`src/rtl/cache_controller_if.sv`:
```
// rtl/cache_controller_if.sv - CPU, cache array and main memory signal bundle for cache_controller
interface cache_controller_if;
  // CPU request side
  logic        cpu_read;
  logic        cpu_write;
  logic [9:0]  cpu_addr;
  logic [31:0] cpu_wdata;
  logic        stall;

  // Cache data array side
  logic [3:0]  tag_v;
  logic        hit_or_miss;
  logic        cu_to_mem_write;
  logic        cu_to_cash_read;
  logic [9:0]  cache_addr;
  logic [31:0] cache_wdata;
  logic        ok;

  // Main memory side
  logic        mem_ready;
  logic [31:0] mem_rdata;
  logic        mem_read;
  logic        mem_write;
  logic [9:0]  mem_addr;
  logic [31:0] mem_wdata;

  // Controller view: consumes requests and status, drives every strobe
  modport master (
    input  cpu_read, cpu_write, cpu_addr, cpu_wdata, tag_v, mem_ready, mem_rdata,
    output stall, hit_or_miss, cu_to_mem_write, cu_to_cash_read, cache_addr,
           cache_wdata, ok, mem_read, mem_write, mem_addr, mem_wdata
  );

  // Environment view: CPU, cache array and memory model around the controller
  modport slave (
    output cpu_read, cpu_write, cpu_addr, cpu_wdata, tag_v, mem_ready, mem_rdata,
    input  stall, hit_or_miss, cu_to_mem_write, cu_to_cash_read, cache_addr,
           cache_wdata, ok, mem_read, mem_write, mem_addr, mem_wdata
  );
endinterface

```
`src/rtl/cache_controller.sv`:
```
// rtl/cache_controller.sv - direct-mapped write-through, no-allocate cache controller with 4-word line refill
module cache_controller (
  input  logic               clk,
  input  logic               reset,
  cache_controller_if.master bus
);

  typedef enum logic [1:0] {IDLE, REFILL, RESP, WRITE} state_t;

  state_t      state_q, state_d;
  logic [1:0]  beat_q, beat_d;
  logic [9:0]  addr_q;
  logic [31:0] wdata_q;
  logic        write_q;

  logic        req_any;
  logic [9:0]  sel_addr;
  logic        hit;

  logic        stall_c, hit_or_miss_c, cu_to_mem_write_c, cu_to_cash_read_c;
  logic        ok_c, mem_read_c, mem_write_c;
  logic [9:0]  mem_addr_c;
  logic [31:0] cache_wdata_c, mem_wdata_c;

  assign req_any = bus.cpu_read | bus.cpu_write;

  // The cache sees the live CPU address while idle and the captured one while a miss or store is in flight
  always_comb begin
    sel_addr = (state_q == IDLE) ? bus.cpu_addr : addr_q;
  end

  // Tag compare is against whatever address the cache array is currently being driven with
  assign hit = bus.tag_v[0] & (bus.tag_v[3:1] == sel_addr[9:7]);

  // State, beat counter and captured request; the request is re-captured on every idle cycle that carries one
  always_ff @(posedge clk or posedge reset) begin
    if (reset) begin
      state_q <= IDLE;
      beat_q  <= 2'd0;
      addr_q  <= 10'd0;
      wdata_q <= 32'd0;
      write_q <= 1'b0;
    end else begin
      state_q <= state_d;
      beat_q  <= beat_d;
      if (state_q == IDLE && req_any) begin
        addr_q  <= bus.cpu_addr;
        wdata_q <= bus.cpu_wdata;
        write_q <= bus.cpu_write;
      end
    end
  end

  // Next-state and strobe decode; stores win over loads when both are requested
  always_comb begin
    state_d           = state_q;
    beat_d            = beat_q;
    stall_c           = 1'b0;
    hit_or_miss_c     = 1'b0;
    cu_to_mem_write_c = 1'b0;
    cu_to_cash_read_c = 1'b0;
    cache_wdata_c     = 32'd0;
    ok_c              = 1'b0;
    mem_read_c        = 1'b0;
    mem_write_c       = 1'b0;
    mem_addr_c        = 10'd0;
    mem_wdata_c       = 32'd0;

    unique case (state_q)
      IDLE: begin
        if (bus.cpu_write) begin
          // Write-through: update the line only when it is present, then go post the word to memory
          stall_c = 1'b1;
          state_d = WRITE;
          if (hit) begin
            cu_to_mem_write_c = 1'b1;
            hit_or_miss_c     = 1'b1;
            cache_wdata_c     = bus.cpu_wdata;
          end
        end else if (bus.cpu_read) begin
          if (hit) begin
            cu_to_cash_read_c = 1'b1;
            hit_or_miss_c     = 1'b1;
          end else begin
            stall_c = 1'b1;
            beat_d  = 2'd0;
            state_d = REFILL;
          end
        end
      end

      REFILL: begin
        // Fetch the whole line word by word; a beat only counts when memory acknowledges it
        stall_c    = 1'b1;
        mem_read_c = 1'b1;
        mem_addr_c = {addr_q[9:2], beat_q};
        if (bus.mem_ready) begin
          cache_wdata_c     = bus.mem_rdata;
          cu_to_cash_read_c = 1'b1;
          beat_d            = beat_q + 2'd1;
          if (beat_q == 2'd3) begin
            state_d = RESP;
          end
        end
      end

      RESP: begin
        // Line is complete: tell the cache and serve the original load from it
        ok_c              = 1'b1;
        cu_to_cash_read_c = 1'b1;
        hit_or_miss_c     = 1'b1;
        state_d           = IDLE;
      end

      WRITE: begin
        // Hold the store on the memory bus until memory takes it; the CPU is released in the ack cycle
        mem_write_c = write_q;
        mem_addr_c  = addr_q;
        mem_wdata_c = wdata_q;
        stall_c     = ~bus.mem_ready;
        if (bus.mem_ready) begin
          state_d = IDLE;
        end
      end

      default: begin
        state_d = IDLE;
      end
    endcase
  end

  // Every output is held at zero while reset is high so nothing escapes even mid-transaction
  always_comb begin
    if (reset) begin
      bus.stall           = 1'b0;
      bus.hit_or_miss     = 1'b0;
      bus.cu_to_mem_write = 1'b0;
      bus.cu_to_cash_read = 1'b0;
      bus.cache_addr      = 10'd0;
      bus.cache_wdata     = 32'd0;
      bus.ok              = 1'b0;
      bus.mem_read        = 1'b0;
      bus.mem_write       = 1'b0;
      bus.mem_addr        = 10'd0;
      bus.mem_wdata       = 32'd0;
    end else begin
      bus.stall           = stall_c;
      bus.hit_or_miss     = hit_or_miss_c;
      bus.cu_to_mem_write = cu_to_mem_write_c;
      bus.cu_to_cash_read = cu_to_cash_read_c;
      bus.cache_addr      = sel_addr;
      bus.cache_wdata     = cache_wdata_c;
      bus.ok              = ok_c;
      bus.mem_read        = mem_read_c;
      bus.mem_write       = mem_write_c;
      bus.mem_addr        = mem_addr_c;
      bus.mem_wdata       = mem_wdata_c;
    end
  end

endmodule
```
`src/flat_wrapper.sv`:
```
// flat-port wrapper written by rule: the top's interface ports become plain ports
module cache_controller_flat 
  (clk, reset, bus_cpu_read, bus_cpu_write, bus_cpu_addr, bus_cpu_wdata, bus_tag_v, bus_mem_ready, bus_mem_rdata, bus_stall, bus_hit_or_miss, bus_cu_to_mem_write, bus_cu_to_cash_read, bus_cache_addr, bus_cache_wdata, bus_ok, bus_mem_read, bus_mem_write, bus_mem_addr, bus_mem_wdata);
  cache_controller_if bus_i ();
  input  logic clk;
  input  logic reset;
  input wire logic [$bits(bus_i.cpu_read)-1:0] bus_cpu_read;
  input wire logic [$bits(bus_i.cpu_write)-1:0] bus_cpu_write;
  input wire logic [$bits(bus_i.cpu_addr)-1:0] bus_cpu_addr;
  input wire logic [$bits(bus_i.cpu_wdata)-1:0] bus_cpu_wdata;
  input wire logic [$bits(bus_i.tag_v)-1:0] bus_tag_v;
  input wire logic [$bits(bus_i.mem_ready)-1:0] bus_mem_ready;
  input wire logic [$bits(bus_i.mem_rdata)-1:0] bus_mem_rdata;
  output wire logic [$bits(bus_i.stall)-1:0] bus_stall;
  output wire logic [$bits(bus_i.hit_or_miss)-1:0] bus_hit_or_miss;
  output wire logic [$bits(bus_i.cu_to_mem_write)-1:0] bus_cu_to_mem_write;
  output wire logic [$bits(bus_i.cu_to_cash_read)-1:0] bus_cu_to_cash_read;
  output wire logic [$bits(bus_i.cache_addr)-1:0] bus_cache_addr;
  output wire logic [$bits(bus_i.cache_wdata)-1:0] bus_cache_wdata;
  output wire logic [$bits(bus_i.ok)-1:0] bus_ok;
  output wire logic [$bits(bus_i.mem_read)-1:0] bus_mem_read;
  output wire logic [$bits(bus_i.mem_write)-1:0] bus_mem_write;
  output wire logic [$bits(bus_i.mem_addr)-1:0] bus_mem_addr;
  output wire logic [$bits(bus_i.mem_wdata)-1:0] bus_mem_wdata;
  assign bus_i.cpu_read = bus_cpu_read;
  assign bus_i.cpu_write = bus_cpu_write;
  assign bus_i.cpu_addr = bus_cpu_addr;
  assign bus_i.cpu_wdata = bus_cpu_wdata;
  assign bus_i.tag_v = bus_tag_v;
  assign bus_i.mem_ready = bus_mem_ready;
  assign bus_i.mem_rdata = bus_mem_rdata;
  assign bus_stall = bus_i.stall;
  assign bus_hit_or_miss = bus_i.hit_or_miss;
  assign bus_cu_to_mem_write = bus_i.cu_to_mem_write;
  assign bus_cu_to_cash_read = bus_i.cu_to_cash_read;
  assign bus_cache_addr = bus_i.cache_addr;
  assign bus_cache_wdata = bus_i.cache_wdata;
  assign bus_ok = bus_i.ok;
  assign bus_mem_read = bus_i.mem_read;
  assign bus_mem_write = bus_i.mem_write;
  assign bus_mem_addr = bus_i.mem_addr;
  assign bus_mem_wdata = bus_i.mem_wdata;
  cache_controller u_core (.clk(clk), .reset(reset), .bus(bus_i));
endmodule
```
`config.mk`:
```
export PLATFORM = sky130hd
export DESIGN_NAME = cache_controller_flat
export DESIGN_NICKNAME = d
export VERILOG_FILES = /design/src/rtl/cache_controller_if.sv /design/src/rtl/cache_controller.sv /design/src/flat_wrapper.sv
export SDC_FILE = /design/constraint.sdc
export NUM_CORES = 1
export LEC_CHECK = 0
export CAP_MARGIN = 25
export CORE_ASPECT_RATIO = 1.75
export CORE_UTILIZATION = 30
export DETAILED_ROUTE_END_ITERATION = 16
export GPL_TIMING_DRIVEN = 0
export PLACE_DENSITY = 0.67
export SKIP_CTS_REPAIR_TIMING = 1
export SYNTH_ARGS = -nofsm -noshare
export SYNTH_HDL_FRONTEND = slang
export SYNTH_SLANG_ARGS = --single-unit
```
`constraint.sdc`:
```
create_clock -name clk -period 4.15 [get_ports clk]
set_clock_uncertainty 0.15 [all_clocks]
set_input_delay 0.6225 -clock clk [delete_from_list [all_inputs] [get_ports clk]]
set_output_delay 0.6225 -clock clk [all_outputs]
set_load 0.05 [all_outputs]
```
==> impl_metrics.json <==
{
  "p_seq_frac": 0.264,
  "r2r-start": "u_core.state_q[1]$_DFFE_PP0P_",
  "wire_per_inst_microns": 17.3,
  "netlist_instances": 271,
  "power.density_nw_per_um2": 655,
  "setup_violations": 0,
  "relSlewSlack": 0.639,
  "finalMaxSlewViolations": 0,
  "yosysTopAreaCell": "dfrtp_1",
  "startpoint": "bus_cpu_addr[7]",
  "final.period_utilization": 0.964,
  "syn2layout_area_growth_pct": 70.5,
  "initial_core_util": 0.310,
  "seq_area_frac_synth": 0.417,
  "place.gp.congestion": 0.795,
  "comb_power_share": 0.613,
  "worst_skew_pair.late_latency_ns": 0.29,
  "p_switching_uw": 1460,
  "cp.arrival_ns": 3.23,
  "switching_share": 0.464,
  "grtUsageTotal": 0.200,
  "synth_edf_count": 0,
  "antenna_found_initial": 0,
  "synth.net_count": 355,
  "via_per_inst": 5.01,
  "cts.sinks": 47,
  "hp-class": "register to register",
  "p_leak_uw": 0.00226,
  "startpoint_type": "primary input",
  "clock_path_buffers": 2,
  "wl_microns": 9910,
  "tightest_slew_ns": 0.540,
  "vias": 2870,
  "maxCapViolations": 0,
  "drive_gt1_frac": 0.188,
  "stdcell_area_sq_um": 4810,
  "mostFrequentLayoutCell": "clkdlybuf4s50_1",
  "worstRegToRegCells": 4,
  "first_pass_iters": 4,
  "period_needed_ns": 4.00,
  "synth_top_area_frac": 0.417,
  "p_clk_frac": 0.122,
  "die_w_microns": 75.3,
  "syn_avg_cell_area_sq_um": 10.4,
  "crit_type": "primary input to primary output",
  "fp.dieH_microns": 130,
  "ys_top_cells_by_area": "dfrtp_1 42%, mux2_2 17%, a22o_1 10%, and3_1 7.3%, nand2_1 2.9%",
  "path_max_fanout": 10,
  "rsz0062_at_grt": "no",
  "postLayoutCoreUtil": 0.529,
  "hold_violations": 0,
  "port-buffer-count": 173,
  "cts_buffers": 5,
  "ir_drop_mv": 0.292,
  "htreeDepth": 2,
  "place_area_sq_um": 4720,
  "path_clk_slew_ns": 0.06,
  "intPower_uw": 1690,
  "synth.distinct_cells": 34,
  "final_nets": 536,
  "cp.required_ns": 3.38,
  "grt_pass1_vias": 2856,
  "drc": 0,
  "synth-main-ff-cell": "dfrtp_1",
  "hp-start": "u_core.write_q$_DFFE_PP0P_",
  "cts_tree": "built",
  "initialDrtViolationCount": 139,
  "grt_max_degree": 28,
  "grt_overflow": 0,
  "ys_warn_count": 0,
  "status": "finished, final reports clean",
  "synthArstFlopShare": 1.00,
  "final_cell_mix": "141 x clkdlybuf4s50_1, 47 x dfrtp_1, 43 x mux2_2",
  "hold_depth": 1,
  "antenna-diode-count": 0,
  "grt_pass1_wl_microns": 14600,
  "io_pins": 174,
  "core_area_sq_um": 9090,
  "crit_path_end_kind": "primary output",
  "cts-root-buf": "clkbuf_16",
  "fmax_ghz": 0.250,
  "dieArea_sq_um": 9810,
  "dpl.hpwl_microns": 7590,
  "rows": 46,
  "syn-cell-area_sq_um": 2820,
  "ys_ff_latch": 47,
  "ant_nets": 0
}
-- power groups by stage --
stage	Clock (uW)	Sequential [uW]	Combinational, uW
final	386	832	1930
after global routing	420	862	2050
after CTS	400	832	1960
after detailed placement	0	839	1950
after global placement	0	824	1920
after floorplan	0	796	1350
-- kinds of logic after synthesis --
kind of cell,count (synthesis),share of synthesized area
AOI/OAI and AO/OA,62,0.173
xor gates and xnor gates,4,0.0124
adders and majority gates,1,0.00444
buffers and inverters,24,0.0417
DFF,47,0.417
muxes,45,0.179
and+or+nand+nor,88,0.173
-- final timing paths --
kind | end | slack, ns
min in group asynchronous | u_core.wdata_q[29]$_DFFE_PP0P_ | 0.64
worst min register to register | u_core.write_q$_DFFE_PP0P_ | 0.35
worst min-delay path | u_core.write_q$_DFFE_PP0P_ | 0.35
worst max register to register | u_core.addr_q[3]$_DFFE_PP0P_ | 2.00
max in group asynchronous | u_core.wdata_q[4]$_DFFE_PP0P_ | 2.79
worst max-delay path | bus_cu_to_mem_write | 0.15
-- layer usage --
layer	up-vias	share of wire	global-route usage
met1	1405	0.39	0.237
met5	-	0	0
met3	14	0.036	0.0263
met2	92	0.55	0.356
met4	0	0.024	0.0773
li1	1359	-	-
-- stage by stage --
step / setup slack [ns] / std cells / setup TNS (ns) / power, uW / hold slack, ns
after floorplan: 0.201 / 271 / 0 / 2150 / 0.308
after global placement: -1.95 / 564 / -64.03 / 2750 / 0.325
after detailed placement: -0.928 / 565 / -28.03 / 2790 / 0.328
after CTS: -0.944 / 573 / -28.52 / 3190 / 0.346
after global routing: 0.00596 / 573 / 0 / 3330 / 0.371
final: 0.148 / 573 / 0 / 3150 / 0.347
-- worst max-delay path, cell delays in order --
cell and delay (ns):
clkdlybuf4s50_1 0.46, nor3b_1 0.33, o21ai_1 0.21, a221oi_4 0.57
buf_6 0.21, clkdlybuf4s50_1 0.80
-- final cells by class --
| type | count | area, sq um |
|---|---|---|
| tap | 120 | 150 |
| inverter | 1 | 8.76 |
| clock inverter | 1 | 5.00 |
| multi-input combinational | 200 | 1540 |
| clock buffer | 7 | 133 |
| sequential | 47 | 1180 |
| timing repair buffer | 174 | 1680 |
| buffer | 23 | 118 |
| fill | 913 | 4280 |
-- state kept, by name, summed over array words and instances (netlist names) --
name / count
u_core.addr_q: 10
u_core.beat_q: 2
u_core.write_q: 1
u_core.state_q: 2
u_core.wdata_q: 32
-- synth_stat cells, types with 2 or more instances --
| cell type | count |
|---|---|
| dfrtp_1 | 47 |
| mux2_2 | 43 |
| a22o_1 | 33 |
| and3_1 | 33 |
| nand2_1 | 22 |
| clkbuf_1 | 16 |
| a21oi_1 | 11 |
| and2_1 | 9 |
| nor2_1 | 7 |
| o21ai_0 | 5 |
| buf_2 | 4 |
| nor2b_1 | 4 |
| xnor2_1 | 4 |
| a22oi_1 | 3 |
| buf_6 | 3 |
| nor3b_1 | 3 |
| o21a_1 | 3 |
| mux2i_1 | 2 |
| nand2b_1 | 2 |
| nand3b_1 | 2 |
| nand4_1 | 2 |
No activity file was read; power rests on OpenSTA's default activity.
